==> src/rtl/bus_arbiter.sv <==
// bus_arbiter: two-master, one-slave arbiter that serialises captured requests and routes responses back.
// Optional ARB_TIMEOUT_EN aborts a WAIT after TIMEOUT_CYCLES with 32'hDEADBEEF and a sticky o_timeout.
module bus_arbiter #(
    parameter bit RR_EN          = 1'b1,
    parameter int TIMEOUT_CYCLES = 1024
) (
    input  logic        i_clk,
    input  logic        i_rst,
    input  logic [31:0] i_m0_data,
    input  logic [31:0] i_m0_address,
    input  logic [2:0]  i_m0_bhw,
    input  logic        i_m0_write_notread,
    input  logic        i_m0_DV,
    input  logic [31:0] i_m1_data,
    input  logic [31:0] i_m1_address,
    input  logic [2:0]  i_m1_bhw,
    input  logic        i_m1_write_notread,
    input  logic        i_m1_DV,
    output logic [31:0] o_m0_data,
    output logic        o_m0_DV,
    output logic [31:0] o_m1_data,
    output logic        o_m1_DV,
    output logic [31:0] o_slv_data,
    output logic [31:0] o_slv_address,
    output logic [2:0]  o_slv_bhw,
    output logic        o_slv_write_notread,
    output logic        o_slv_DV,
    input  logic [31:0] i_slv_data,
    input  logic        i_slv_DV,
    output logic        o_grant,
    output logic        o_busy,
    output logic        o_timeout
);
    typedef enum logic [1:0] {IDLE, ISSUE, WAIT} state_t;
    state_t           state_q, state_d;
    logic [1:0]       pend_q, pend_d, in_dv, in_wn, take, clr;
    logic [1:0][31:0] in_addr, in_data, req_addr_q, req_data_q;
    logic [1:0][2:0]  in_bhw, req_bhw_q;
    logic [1:0]       req_wn_q;
    logic             grant_q, grant_d, last_q, last_d, sel, fin;
    logic [31:0]      fin_data;
    logic [31:0]      slv_addr_q, slv_addr_d, slv_data_q, slv_data_d;
    logic [2:0]       slv_bhw_q, slv_bhw_d;
    logic             slv_wn_q, slv_wn_d, slv_dv_q, slv_dv_d;
    logic [1:0]       m_dv_q, m_dv_d;
    logic [1:0][31:0] m_data_q, m_data_d;
`ifdef ARB_TIMEOUT_EN
    localparam int CW = $clog2(TIMEOUT_CYCLES + 1);
    logic [CW-1:0]    cnt_q, cnt_d;
    logic             tmo_q, tmo_d;
`endif
    assign in_dv   = {i_m1_DV, i_m0_DV};
    assign in_wn   = {i_m1_write_notread, i_m0_write_notread};
    assign in_addr = {i_m1_address, i_m0_address};
    assign in_data = {i_m1_data, i_m0_data};
    assign in_bhw  = {i_m1_bhw, i_m0_bhw};
    // A pending master's register is frozen, so a repeated pulse cannot corrupt it.
    assign take    = in_dv & ~pend_q;

    always_comb begin
        state_d    = state_q;
        grant_d    = grant_q;
        last_d     = last_q;
        slv_addr_d = slv_addr_q;
        slv_data_d = slv_data_q;
        slv_bhw_d  = slv_bhw_q;
        slv_wn_d   = slv_wn_q;
        slv_dv_d   = 1'b0;
        m_dv_d     = 2'b00;
        m_data_d   = m_data_q;
        clr        = 2'b00;
        sel        = (pend_q == 2'b11) ? (RR_EN ? ~last_q : 1'b0) : pend_q[1];
        fin        = (state_q == WAIT) && i_slv_DV;
        fin_data   = i_slv_data;
`ifdef ARB_TIMEOUT_EN
        cnt_d      = (state_q == WAIT) ? cnt_q + 1'b1 : '0;
        tmo_d      = tmo_q;
        if (state_q == WAIT && !i_slv_DV && cnt_q == CW'(TIMEOUT_CYCLES - 1)) begin
            fin      = 1'b1;
            fin_data = 32'hDEADBEEF;
            tmo_d    = 1'b1;
        end
`endif
        case (state_q)
            IDLE: if (|pend_q) begin
                grant_d    = sel;
                slv_addr_d = req_addr_q[sel];
                slv_data_d = req_data_q[sel];
                slv_bhw_d  = req_bhw_q[sel];
                slv_wn_d   = req_wn_q[sel];
                state_d    = ISSUE;
            end
            // The slave strobe is registered, so it is seen in the first WAIT cycle.
            ISSUE: begin
                slv_dv_d = 1'b1;
                state_d  = WAIT;
            end
            WAIT: if (fin) begin
                m_dv_d[grant_q]   = 1'b1;
                m_data_d[grant_q] = fin_data;
                clr[grant_q]      = 1'b1;
                last_d            = grant_q;
                state_d           = IDLE;
            end
            default: state_d = IDLE;
        endcase
        pend_d = (pend_q & ~clr) | take;
    end

    always_ff @(posedge i_clk) begin
        if (i_rst) begin
            state_q    <= IDLE;
            pend_q     <= '0;
            req_addr_q <= '0;
            req_data_q <= '0;
            req_bhw_q  <= '0;
            req_wn_q   <= '0;
            grant_q    <= 1'b0;
            last_q     <= 1'b1;
            slv_addr_q <= '0;
            slv_data_q <= '0;
            slv_bhw_q  <= '0;
            slv_wn_q   <= 1'b0;
            slv_dv_q   <= 1'b0;
            m_dv_q     <= '0;
            m_data_q   <= '0;
`ifdef ARB_TIMEOUT_EN
            cnt_q      <= '0;
            tmo_q      <= 1'b0;
`endif
        end else begin
            state_q    <= state_d;
            pend_q     <= pend_d;
            grant_q    <= grant_d;
            last_q     <= last_d;
            slv_addr_q <= slv_addr_d;
            slv_data_q <= slv_data_d;
            slv_bhw_q  <= slv_bhw_d;
            slv_wn_q   <= slv_wn_d;
            slv_dv_q   <= slv_dv_d;
            m_dv_q     <= m_dv_d;
            m_data_q   <= m_data_d;
`ifdef ARB_TIMEOUT_EN
            cnt_q      <= cnt_d;
            tmo_q      <= tmo_d;
`endif
            for (int n = 0; n < 2; n++)
                if (take[n]) begin
                    req_addr_q[n] <= in_addr[n];
                    req_data_q[n] <= in_data[n];
                    req_bhw_q[n]  <= in_bhw[n];
                    req_wn_q[n]   <= in_wn[n];
                end
        end
    end

    assign o_m0_data           = m_data_q[0];
    assign o_m1_data           = m_data_q[1];
    assign o_m0_DV             = m_dv_q[0];
    assign o_m1_DV             = m_dv_q[1];
    assign o_slv_data          = slv_data_q;
    assign o_slv_address       = slv_addr_q;
    assign o_slv_bhw           = slv_bhw_q;
    assign o_slv_write_notread = slv_wn_q;
    assign o_slv_DV            = slv_dv_q;
    assign o_grant             = grant_q;
    assign o_busy              = state_q != IDLE;
`ifdef ARB_TIMEOUT_EN
    assign o_timeout           = tmo_q;
`else
    logic unused_timeout;
    assign unused_timeout      = ^TIMEOUT_CYCLES;
    assign o_timeout           = 1'b0;
`endif
endmodule

==> config.mk <==
export PLATFORM = sky130hd
export DESIGN_NAME = bus_arbiter
export DESIGN_NICKNAME = d
export VERILOG_FILES = /design/src/rtl/bus_arbiter.sv
export SDC_FILE = /design/constraint.sdc
export NUM_CORES = 1
export LEC_CHECK = 0
export CAP_MARGIN = 20
export CELL_PAD_IN_SITES_DETAIL_PLACEMENT = 0
export CELL_PAD_IN_SITES_GLOBAL_PLACEMENT = 1
export CORE_MARGIN = 2
export CORE_UTILIZATION = 34
export DETAILED_ROUTE_END_ITERATION = 7
export GPL_TIMING_DRIVEN = 1
export PLACE_DENSITY_LB_ADDON = 0.1
export REMOVE_ABC_BUFFERS = 1
export SETUP_SLACK_MARGIN = 0.4
export SLEW_MARGIN = 20
export SYNTH_ARGS = -nofsm -noshare
export SYNTH_HDL_FRONTEND = slang
export SYNTH_SLANG_ARGS = --single-unit
==> constraint.sdc <==
create_clock -name i_clk -period 1.62 [get_ports i_clk]
set_input_delay 0.243 -clock i_clk [delete_from_list [all_inputs] [get_ports i_clk]]
set_output_delay 0.243 -clock i_clk [all_outputs]
set_load 0.05 [all_outputs]
==> impl_metrics.ini, run 1 <==
[critical_path]
crit_top_cell = buf_6
crit_required_ns = 2.06
cp_max_fo = 8
end_kind = register
slowest_stage = dfxtp_4
path_class = reg2reg
worstPathCellList = buf_6 -> nand4b_1 -> buf_6 -> clkbuf_16 -> nand2_2 -> a21oi_2
path_buf_inv = 3
arrival_ns = 1.96
critPathLaunchType = register
cpPeakStageDelay_ns = 0.36
cp_top_family = buffers and inverters

[global_routing]
grt_max_degree = 52
met3_usage_pct = 5.28
met1_usage_pct = 30.2
grt_pass1_vias = 9679
grt_use_met2_pct = 38.1
antenna_found_initial = 4
grt-ovfl-total = 0
grt_pass1_wl_um = 56600
gr-max-usage-layer = met2
track_usage_pct = 23.0

[route]
dr.pass1.iters = 5
drt-vias-per-instance = 5.28
vias = 11300
drc = 0
detail-route-antenna-nets = 0
drtIter0Drc = 676
wirelength_um = 48900
wl_per_cell_um = 22.8

[pwr]
totalPowerFinal_uw = 22100
power_leakage_uw = 0.00832
powerDensity_nw_per_um2 = 1050
ir_drop_uv = 900

[synthesis]
synthMuxAreaShare_pct = 0
ys.flop_type = dfxtp_1
yosysSeqAreaShare_pct = 53.1
ys_types = 29
yosysWarnings = 0
synth_top_family_by_area = simple AND/OR/NAND/NOR gates
syn_avg_cell_area_um2 = 8.05
synth_area_um2 = 10500
synthXorXnorAreaFrac_pct = 0
synth-simple-area-share_pct = 20.7
synth_edf_count = 0
synthCells = 1298
synthAdderAreaFrac_pct = 0
synth-seq-cells = 277
synth_compound_area_share_pct = 20.3
async_reset_ff_share_pct = 0

[layout]
nNetsFinal = 1896
mostFrequentLayoutCell = nand2_1
synthToLayoutAreaGrowth_pct = 101
final_util_pct = 68.9
drive_above_1_share_pct = 54.3
fillerInstances = 2223
final_cell_mix = nand2_1 (338), clkdlybuf4s50_1 (171), a21oi_2 (169)

[worst_hold_path]
hp-class = in2reg

[floorplanning]
core_um2 = 30400
die_area_um2 = 32200
pin_count = 311
die_w_um = 179
floorplan.rows = 64
die_h_um = 179
initial_core_util_pct = 34.3

[sta]
finalCriticalPeriod_ns = 1.52
finClkSkew_ns = 0.00958
hold_viol = 0
whs_ns = 0.0727
rsz0062_at_grt = true
setup_viol = 0
drv_slew = 0
timing.fmax_ghz = 0.657
period_share_pct = 93.9

[run_status]
outcome = finished, final reports clean

[clock_network]
clkTransAtPathRegs_ns = 0.06
cts_max_level = 1
clock_sinks = 277
cts_tree = done
clock_latency_ns = 0.56
clock-root-buffer = clkbuf_16
clk_path_buf_depth = 3
cts_buffers = 31

[place]
gp_congestion = 0.765
io_buffers = 309
dp_hpwl_um = 22100

[job]
cap_violations = 0
## path summary, 6_finish.rpt
path                     start             end  slack [ns]  cells after the start
hold reg to reg   req_bhw_q[1]    req_bhw_q[1]        0.45                      2
setup reg to reg    state_q[0]   o_m1_data[20]         0.1                      6
hold / removal           i_rst  req_addr_q[43]        0.07                      2
setup / recovery    state_q[0]   o_m1_data[20]         0.1                      6
## cells in the mapped netlist, types with 2 or more instances
cell,number,share of area [%]
nand2_1,536,19
a311oi_1,49,4.1
a21oi_1,272,13
nand2b_1,3,0.18
buf_4,9,0.65
buf_2,48,2.3
a311oi_2,19,2.7
clkbuf_1,49,1.8
dfxtp_1,277,53
nor2b_1,2,0.12
nor2_1,6,0.22
buf_6,11,1.2
## power by group
part | internal, uW | switching, uW
sequential | 7330 | 392
combinational | 3040 | 3300
clock | 5040 | 2950
total | 15400 | 6640
## timing repair
action | CTS | global route
buffers inserted | 31 | 55
gates cloned | 22 | 46
setup endpoints to repair | 407 | 406
endpoints found under the hold margin | 0 | 0
hold buffers | 0 | 0
pin swaps | 11 | 291
gates resized for setup | 162 | 887
## stage by stage
step | area (um2) | setup slack [ns] | TNS, ns | std cells
finish | 21000 | 0.0989 | 0 | 2144
floorplan | 9840 | -1.67 | -356.01 | 1181
detailed placement | 13800 | -0.0864 | -3.45 | 1932
global placement | 13800 | -0.0527 | -1.71 | 1932
CTS | 16400 | 0.152 | 0 | 2042
global route | 21000 | 0.0728 | 0 | 2144
## state kept, by name (all words and copies together) (netlist names), 2 cells and up
name and flops:
m_dv_q 2, o_m1_data 32, req_bhw_q 6, state_q 2, req_addr_q 64, o_slv_bhw 3
req_data_q 64, o_slv_data 32, req_wn_q 2, pend_q 2, o_m0_data 32, o_slv_address 32
## worst register-to-register path, cell delays in order, from the launching register on
cell and delay (ns):
dfxtp_4 0.36, buf_6 0.13, nand4b_1 0.33, buf_6 0.25, clkbuf_16 0.19, nand2_2 0.09
a21oi_2 0.06
## layout make-up
cell class              instances  area, um2  area share (%)
diodes                          1       2.50          0.0119
clock buffers                  42        877            4.18
clock inverters                15        279            1.33
inverters                       1       6.26          0.0298
multi-input cells             904       6370            30.4
flip-flops and latches        277       5760            27.5
well taps                     396        495            2.36
repair buffers                508       7180            34.2
## cell families (layout without fill, tap and decap cells)
group	Yosys count	count (layout)
and+or+nand+nor	558	559
AOI/OAI and AO/OA	344	344
DFF	277	277
buffers and inverters	118	566
other	1	2
## layer usage
layer	part of all wire, %	up-vias	routed length [um]
met5	0.051	-	25
met3	7.3	103	3590
li1	-	5221	-
met2	49	462	23800
met4	3.2	4	1580
met1	41	5541	19900
Power figures use the tool's default switching activity.
==> run 2: changes to the inputs <==
--- a/config.mk
+++ b/config.mk
@@ -10,6 +10,7 @@
 export CELL_PAD_IN_SITES_GLOBAL_PLACEMENT = 1
 export CORE_MARGIN = 2
 export CORE_UTILIZATION = 34
+export CTS_CLUSTER_DIAMETER = 150
 export DETAILED_ROUTE_END_ITERATION = 7
 export GPL_TIMING_DRIVEN = 1
 export PLACE_DENSITY_LB_ADDON = 0.1
==> results of run 2 <==
Same layout as run 1: the final DEF is identical, and so are final timing and power.
